## config.mk

```make
export PLATFORM = sky130hd
export DESIGN_NAME = axi4_stream_downsizer
export DESIGN_NICKNAME = d
export VERILOG_FILES = /design/src/rtl/axi4_stream_downsizer_pkg.sv /design/src/rtl/axi4_stream_downsizer_wrap_counter.sv /design/src/rtl/axi4_stream_downsizer.sv
export SDC_FILE = /design/constraint.sdc
export NUM_CORES = 1
export LEC_CHECK = 0
export ABC_AREA = 1
export BUFFER_PORTS_ARGS = -buffer_cell sky130_fd_sc_hd__buf_2
export CAP_MARGIN = 40
export CORE_ASPECT_RATIO = 1.5
export CORE_MARGIN = 2
export CORE_UTILIZATION = 48
export DETAILED_ROUTE_END_ITERATION = 7
export HOLD_SLACK_MARGIN = 0.15
export PLACE_DENSITY_LB_ADDON = 0.15
export SYNTH_ARGS = -nofsm -noshare
export SYNTH_HDL_FRONTEND = slang
export SYNTH_HIERARCHICAL = 1
export SYNTH_SLANG_ARGS = --single-unit
```

## constraint.sdc

```tcl
create_clock -name clk -period 1.2 [get_ports clk]
set_clock_uncertainty 0.05 [all_clocks]
set_input_delay 0.06 -clock clk [delete_from_list [all_inputs] [get_ports clk]]
set_output_delay 0.06 -clock clk [all_outputs]
set_load 0.005 [all_outputs]
```

## src/rtl/axi4_stream_downsizer_pkg.sv

```systemverilog
// Shared constants and elaboration helpers for the AXI4-Stream width downsizer.
package axi4_stream_downsizer_pkg;

    localparam int DEF_DATA_SIZE    = 32;
    localparam int DEF_OUT_SIZE     = 8;
    localparam int DEF_PACKET_BEATS = 16;

    function automatic int clog2_min1(input int n);
        return (n <= 2) ? 1 : $clog2(n);
    endfunction

    function automatic int ratio_of(input int data_size, input int out_size);
        return data_size / out_size;
    endfunction

endpackage

```

## src/rtl/axi4_stream_downsizer_wrap_counter.sv

```systemverilog
// Enabled up-counter over [0, MAX] that wraps to zero; at_max flags the final value.
module stream_wrap_counter
    import axi4_stream_downsizer_pkg::*;
#(
    parameter int MAX = 3,
    localparam int W  = clog2_min1(MAX + 1)
) (
    input  logic         clk,
    input  logic         resetn,
    input  logic         en,
    output logic [W-1:0] count,
    output logic         at_max
);

    assign at_max = (count == W'(MAX));

    always_ff @(posedge clk) begin
        if (!resetn) begin
            count <= '0;
        end else if (en) begin
            if (at_max) begin
                count <= '0;
            end else begin
                count <= count + 1'b1;
            end
        end
    end

endmodule

```

## src/rtl/axi4_stream_downsizer.sv

```systemverilog
// Splits wide stream words into narrow beats, LSB slice first, and frames
// fixed-length packets of output beats with write_data_last.
module axi4_stream_downsizer
    import axi4_stream_downsizer_pkg::*;
#(
    parameter int DATA_SIZE    = DEF_DATA_SIZE,
    parameter int OUT_SIZE     = DEF_OUT_SIZE,
    parameter int PACKET_BEATS = DEF_PACKET_BEATS
) (
    input  logic                 clk,
    input  logic                 resetn,
    input  logic [DATA_SIZE-1:0] read_data,
    input  logic                 read_data_valid,
    output logic                 read_data_ready,
    output logic [OUT_SIZE-1:0]  write_data,
    output logic                 write_data_valid,
    output logic                 write_data_last,
    input  logic                 write_data_ready
);

    localparam int RATIO = ratio_of(DATA_SIZE, OUT_SIZE);
    localparam int SW    = clog2_min1(RATIO);
    localparam int PW    = clog2_min1(PACKET_BEATS);

    if ((OUT_SIZE < 1) || (DATA_SIZE % OUT_SIZE != 0) || (PACKET_BEATS < 1)) begin : g_bad_params
        $error("axi4_stream_downsizer: DATA_SIZE must be a multiple of OUT_SIZE, PACKET_BEATS >= 1");
    end

    logic [RATIO-1:0][OUT_SIZE-1:0] hold;
    logic                           hold_valid;
    logic [SW-1:0]                  slice_cnt;
    logic                           slice_last;
    logic [PW-1:0]                  packet_cnt;
    logic                           packet_last;
    logic                           out_fire;
    logic                           in_fire;

    assign out_fire = hold_valid && write_data_ready;
    assign in_fire  = read_data_valid && read_data_ready;

    // Refill is allowed in the same cycle the final slice leaves, so no bubble.
    assign read_data_ready = resetn && (!hold_valid || (write_data_ready && slice_last));

    assign write_data       = hold[slice_cnt];
    assign write_data_valid = hold_valid;
    assign write_data_last  = hold_valid && packet_last;

    stream_wrap_counter #(
        .MAX (RATIO - 1)
    ) u_slice_cnt (
        .clk    (clk),
        .resetn (resetn),
        .en     (out_fire),
        .count  (slice_cnt),
        .at_max (slice_last)
    );

    stream_wrap_counter #(
        .MAX (PACKET_BEATS - 1)
    ) u_packet_cnt (
        .clk    (clk),
        .resetn (resetn),
        .en     (out_fire),
        .count  (packet_cnt),
        .at_max (packet_last)
    );

    always_ff @(posedge clk) begin
        if (!resetn) begin
            hold       <= '0;
            hold_valid <= 1'b0;
        end else if (in_fire) begin
            hold       <= read_data;
            hold_valid <= 1'b1;
        end else if (out_fire && slice_last) begin
            hold_valid <= 1'b0;
        end
    end

endmodule

```

After elaboration in Yosys (flattened, before gate mapping)
Cells that the tools add are included.

word-level totals
  memories kept = 0
  latch bits = 0
  output and inout bits = 11
  bits in registers = 39
  ROM bits = 0
  logic and storage cells = 27
  bits in writable memories = 0

operators by class
  eq/ne operators = 2
  magnitude comparators = 1
  shifts and indexed selects = 0
  $add $sub $neg = 2
  multipliers = 0
  mux-type cells = 6
  div/mod/pow operators = 0
  bitwise logic cells = 0
  reduce and logical (&&, ||, !) cells = 9

operator list
  operator                                                              number
  8-bit binary-select mux with 2-bit select                             1
  8-bit two-way mux                                                     1
  1-bit logical AND                                                     6
  4-bit by 1-bit adder with 4-bit output, second input constant         1
  4-bit == test, second input constant                                  1
  4-bit two-way mux                                                     1
  2-bit by 3-bit < comparator with 1-bit output, second input constant  1
  2-bit by 1-bit adder with 2-bit output, second input constant         1
  2-bit == test, second input constant                                  1
  1-bit two-way mux                                                     2
  2-bit two-way mux                                                     1
  2-bit nonzero test                                                    1
  1-bit logical NOT                                                     1
  1-bit logical OR                                                      1

Logic depth before layout (Yosys ltp)
  word-level depth = 6
  mapped depth = 8
  gate-level depth less buffers = 8

Cells and area by module
Netlist, hierarchy kept.

by module, submodules not included
  module                              area each (um^2)  cells an instance  instances
  axi4_stream_downsizer               1793.0            282                1
  stream_wrap_counter (u_packet_cnt)  195.2             29                 1
  stream_wrap_counter (u_slice_cnt)   96.3              13                 1

Least setup slack after synthesis
Ideal clock, no wire load.

  kind = register to register
  start point = register u_slice_cnt.count[0]
  end point = register hold[24] (netlist bit)
  buffers on the path = 1
  stages on the path, launching flop included = 8
  data arrival time = 1122 ps
  slack = -85 ps
  data required time = 1037 ps
  path through = dfxtp_1 -> ha_1 -> nand2_1 -> nand2_2 -> nand3_2 -> buf_6 -> nand2_1 -> nand2_1

on the way
  longest elaborated chain between the ends = 5

RTL lines
  what                    RTL line                                  RTL
  from (decl)             axi4_stream_downsizer_wrap_counter.sv:11  output logic [W-1:0] count,
  from (signal assigned)  axi4_stream_downsizer_wrap_counter.sv:24  count <= count + 1'b1;
  2-bit == test           axi4_stream_downsizer_wrap_counter.sv:15  assign at_max = (count == W'(MAX));
  named net slice_last    axi4_stream_downsizer.sv:32               logic slice_last;
  1-bit logical AND       axi4_stream_downsizer.sv:42               assign read_data_ready = resetn && (!hold_valid || (write_data_ready && slice_last));
  1-bit logical OR        axi4_stream_downsizer.sv:42
  1-bit logical AND       axi4_stream_downsizer.sv:42
  1-bit logical AND       axi4_stream_downsizer.sv:39               assign in_fire = read_data_valid && read_data_ready;
  to (signal assigned)    axi4_stream_downsizer.sv:73               hold <= read_data;
  to (decl)               axi4_stream_downsizer.sv:29               logic [RATIO-1:0][OUT_SIZE-1:0] hold;

The timed path passes the listed nets, and every way through them passes these cells.
A chain may end at the register's enable or synchronous reset.

Worst setup path in the final report
  start point = register u_slice_cnt.count[0]
  end point = output write_data[5]

on the way
  longest elaborated chain between the ends = 2

RTL lines
  what                                       RTL line                     RTL
  8-bit binary-select mux with 2-bit select  axi4_stream_downsizer.sv:44  assign write_data = hold[slice_cnt];
  8-bit two-way mux (not written as such)    axi4_stream_downsizer.sv:44
  to (decl)                                  axi4_stream_downsizer.sv:15  output logic [OUT_SIZE-1:0] write_data,

Every way passes these cells. The select of a mux whose other input is x is not followed.

==> impl_metrics.py <==
metrics = {
    "die": {
        "die_y_um": 84.7,
        "core.rowCount": 29,
        "ios": 47,
        "die_w_um": 57.8,
        "start_util_pct": 49.5,
        "die-area_mm2": 0.00490,
        "coreArea_mm2": 0.00421,
    },
    "routing": {
        "drt_iter0_markers": 97,
        "first_pass_iters": 4,
        "via_per_inst": 4.94,
        "drc": 0,
        "avgRoutedWirePerCell_um": 12.7,
        "ant_nets": 0,
        "routed_wl_um": 5840,
        "vias": 2277,
    },
    "synth": {
        "ys_types": 22,
        "synth-seq-cells": 39,
        "synth_edf_count": 0,
        "yosys-top-cells-area": "dfxtp_1 37%, nand2_1 23%, nand4_1 9.6%, inv_1 8.3%, a21oi_1 3.1%",
        "synth_top_area_share_pct": 37.5,
        "yosys_warnings": 6,
        "netlist_top_cells_count": "126 x nand2_1, 46 x inv_1, 39 x dfxtp_1, 32 x nand4_1, 13 x a21oi_1",
        "yosysTopAreaCell": "dfxtp_1",
        "synthesis.area_mm2": 0.00208,
        "synth_most_common_cell": "nand2_1",
        "ys.flop_type": "dfxtp_1",
        "synthCells": 324,
        "syn-mean-instance-area_um2": 6.43,
        "ys_seq_area_share_pct": 37.5,
        "async_flop_share_pct": 0,
        "synth_nets": 362,
    },
    "placed_design": {
        "routabilityCongestion": 0.775,
        "placed_cell_area_mm2": 0.00241,
        "placed_cells": 408,
        "dp.final_hpwl_um": 3360,
        "place_ws_ns": -0.0804,
        "io_buffers": 46,
    },
    "sta": {
        "tightest_slew_ns": 0.271,
        "finalHoldViolations": 0,
        "slew-limit-headroom_pct": 81.9,
        "holdWs_ns": 0.178,
        "period_share_pct": 118,
        "slew_viol_final": 0,
        "post-route-min-period_ns": 1.42,
        "rsz0062_at_grt": "true",
        "fmax_mhz": 704,
        "setup_ws_ns": -0.221,
        "timing.setup.tns_ns": -6.87,
        "setup_violations": 43,
    },
    "power_and_ir_drop": {
        "power.total_mw": 3.02,
        "ir_worst_vdd_uv": 927,
        "power_density_mw_per_mm2": 971,
        "p_leak_nw": 1.65,
    },
    "clock_network": {
        "root_buffer": "clkbuf_8",
        "clk_latency_ns": 0.29,
        "numClockSinks": 39,
        "cts_max_level": 2,
        "clk_path_buf_depth": 2,
        "path_clk_slew_ns": 0.07,
        "cts_tree": "built",
        "numCtsBuffers": 5,
    },
    "global_route": {
        "grt_pass1_vias": 2244,
        "grt_remaining_overflow": 0,
        "grt_pass1_wl_um": 9710,
        "antenna_found_initial": 0,
        "grt_max_degree": 66,
        "grtUsageTotal_pct": 25.2,
    },
    "final_layout": {
        "postLayoutCoreUtil_pct": 74.0,
        "num_antenna_cells": 0,
        "syn_to_final_growth_pct": 49.3,
        "fin_area_mm2": 0.00311,
        "drive_gt1_share_pct": 25.3,
        "finalNetCount": 452,
        "post_layout_nonfiller_instances": 461,
    },
    "worst_setup_path": {
        "required_ns": 1.09,
        "critPathKind": "flip-flop to primary output",
        "path_cells": "buf_12 > buf_12 > o211ai_1 > nand2_1 > buf_2",
        "end_kind": "primary output",
        "reg2reg_to": "hold[21]",
        "cp.buffers_inverters": 3,
        "worst_path_largest_cell_delay_ns": 0.36,
        "reg2reg_depth": 8,
        "cpMostUsedCell": "buf_12",
        "crit_fanout": 8,
        "start_kind": "flip-flop",
        "path_delay_family": "buffers and inverters",
        "critPathSlowestCell": "dfxtp_4",
        "arrival_ns": 1.31,
        "rrSetupSlack_ns": -0.18,
        "rr_startpoint": "u_slice_cnt/count[0]",
    },
    "hold_path": {
        "hold_depth": 4,
        "hold_end": "write_data_valid",
        "hp-start": "read_data_valid",
        "hold_class": "primary input to flip-flop",
    },
    "outcome": {
        "status": "complete, but fails checks",
        "violations": "negative setup slack",
    },
    "job": {
        "maxCapViolCount": 0,
    },
}
==> sequential cells by signal, summed over array words and instances (netlist names) <==
signal / flops
hold: 32
u_packet_cnt/count: 4
write_data_valid: 1
u_slice_cnt/count: 2
==> final cells by class <==
class / count / area [um^2]
clock buffer: 7 / 76.3
clock inverter: 1 / 5.00
fill: 362 / 1100
inverter: 60 / 225
multi-input combinational: 203 / 1030
sequential: 39 / 790
tap: 46 / 57.6
timing repair buffer: 105 / 927
==> cell families after synthesis <==
group | share of synthesized area, %
AND/OR/NAND/NOR | 35.1
buffers and inverters | 17.5
flip-flops | 37.5
AO/OA/AOI/OAI | 8.82
adder cells (fa/ha/maj) | 1.20
==> worst max path at each step <==
stage                               startpoint       endpoint  slack [ns]  cells after the start
after detailed placement  u_slice_cnt/count[0]       hold[18]       -0.08                      6
after CTS                 u_slice_cnt/count[0]  write_data[3]       -0.21                      4
after global placement    u_slice_cnt/count[0]       hold[18]       -0.05                      6
after floorplan           u_slice_cnt/count[0]       hold[24]       0.007                      7
after global routing      u_slice_cnt/count[0]  write_data[0]       -0.32                      5
final                     u_slice_cnt/count[0]  write_data[5]       -0.22                      5
==> cells in the final DEF, fill, tap and decap left out, types with 4 or more instances in the layout <==
cell type      instances
a21oi_1                6
a21oi_2                8
buf_12                 6
buf_2                 46
buf_4                 12
clkbuf_8               5
clkinv_1              12
dfxtp_1               34
dfxtp_2                4
dlygate4sd3_1         34
inv_1                 44
inv_2                  4
nand2_1              123
nand4_1               32
nor2_1                 5
o211ai_1               8
o21ai_1                8
==> power breakdown <==
group	total, mW	leakage (nW)	internal (mW)	switching (mW)
clock	0.857	0.0422	0.408	0.448
combinational	0.732	1.28	0.385	0.347
sequential	1.43	0.323	1.38	0.0535
==> timing repair <==
action,4_1_cts,5_1_grt
setup endpoints to repair,42,47
gates cloned,3,1
pin swaps,4,6
setup buffers,4,3
hold buffers,34,0
gates resized for setup,23,18
hold endpoints to repair,37,0
==> metal layers <==
metal	wire length, um	global-route usage, %	vias up
li1	-	-	1185
met1	2400	27.2	1038
met2	3170	47.7	46
met3	189	4.01	8
met4	81	8.46	0
met5	0	0	-
==> tightest hold or removal path, delay by kind of cell <==
kind | cells | cell delay (ns)
buffers and inverters | 3 | 0.37
AOI/OAI and AO/OA | 1 | 0.05
Power figures use the tool's default switching activity.
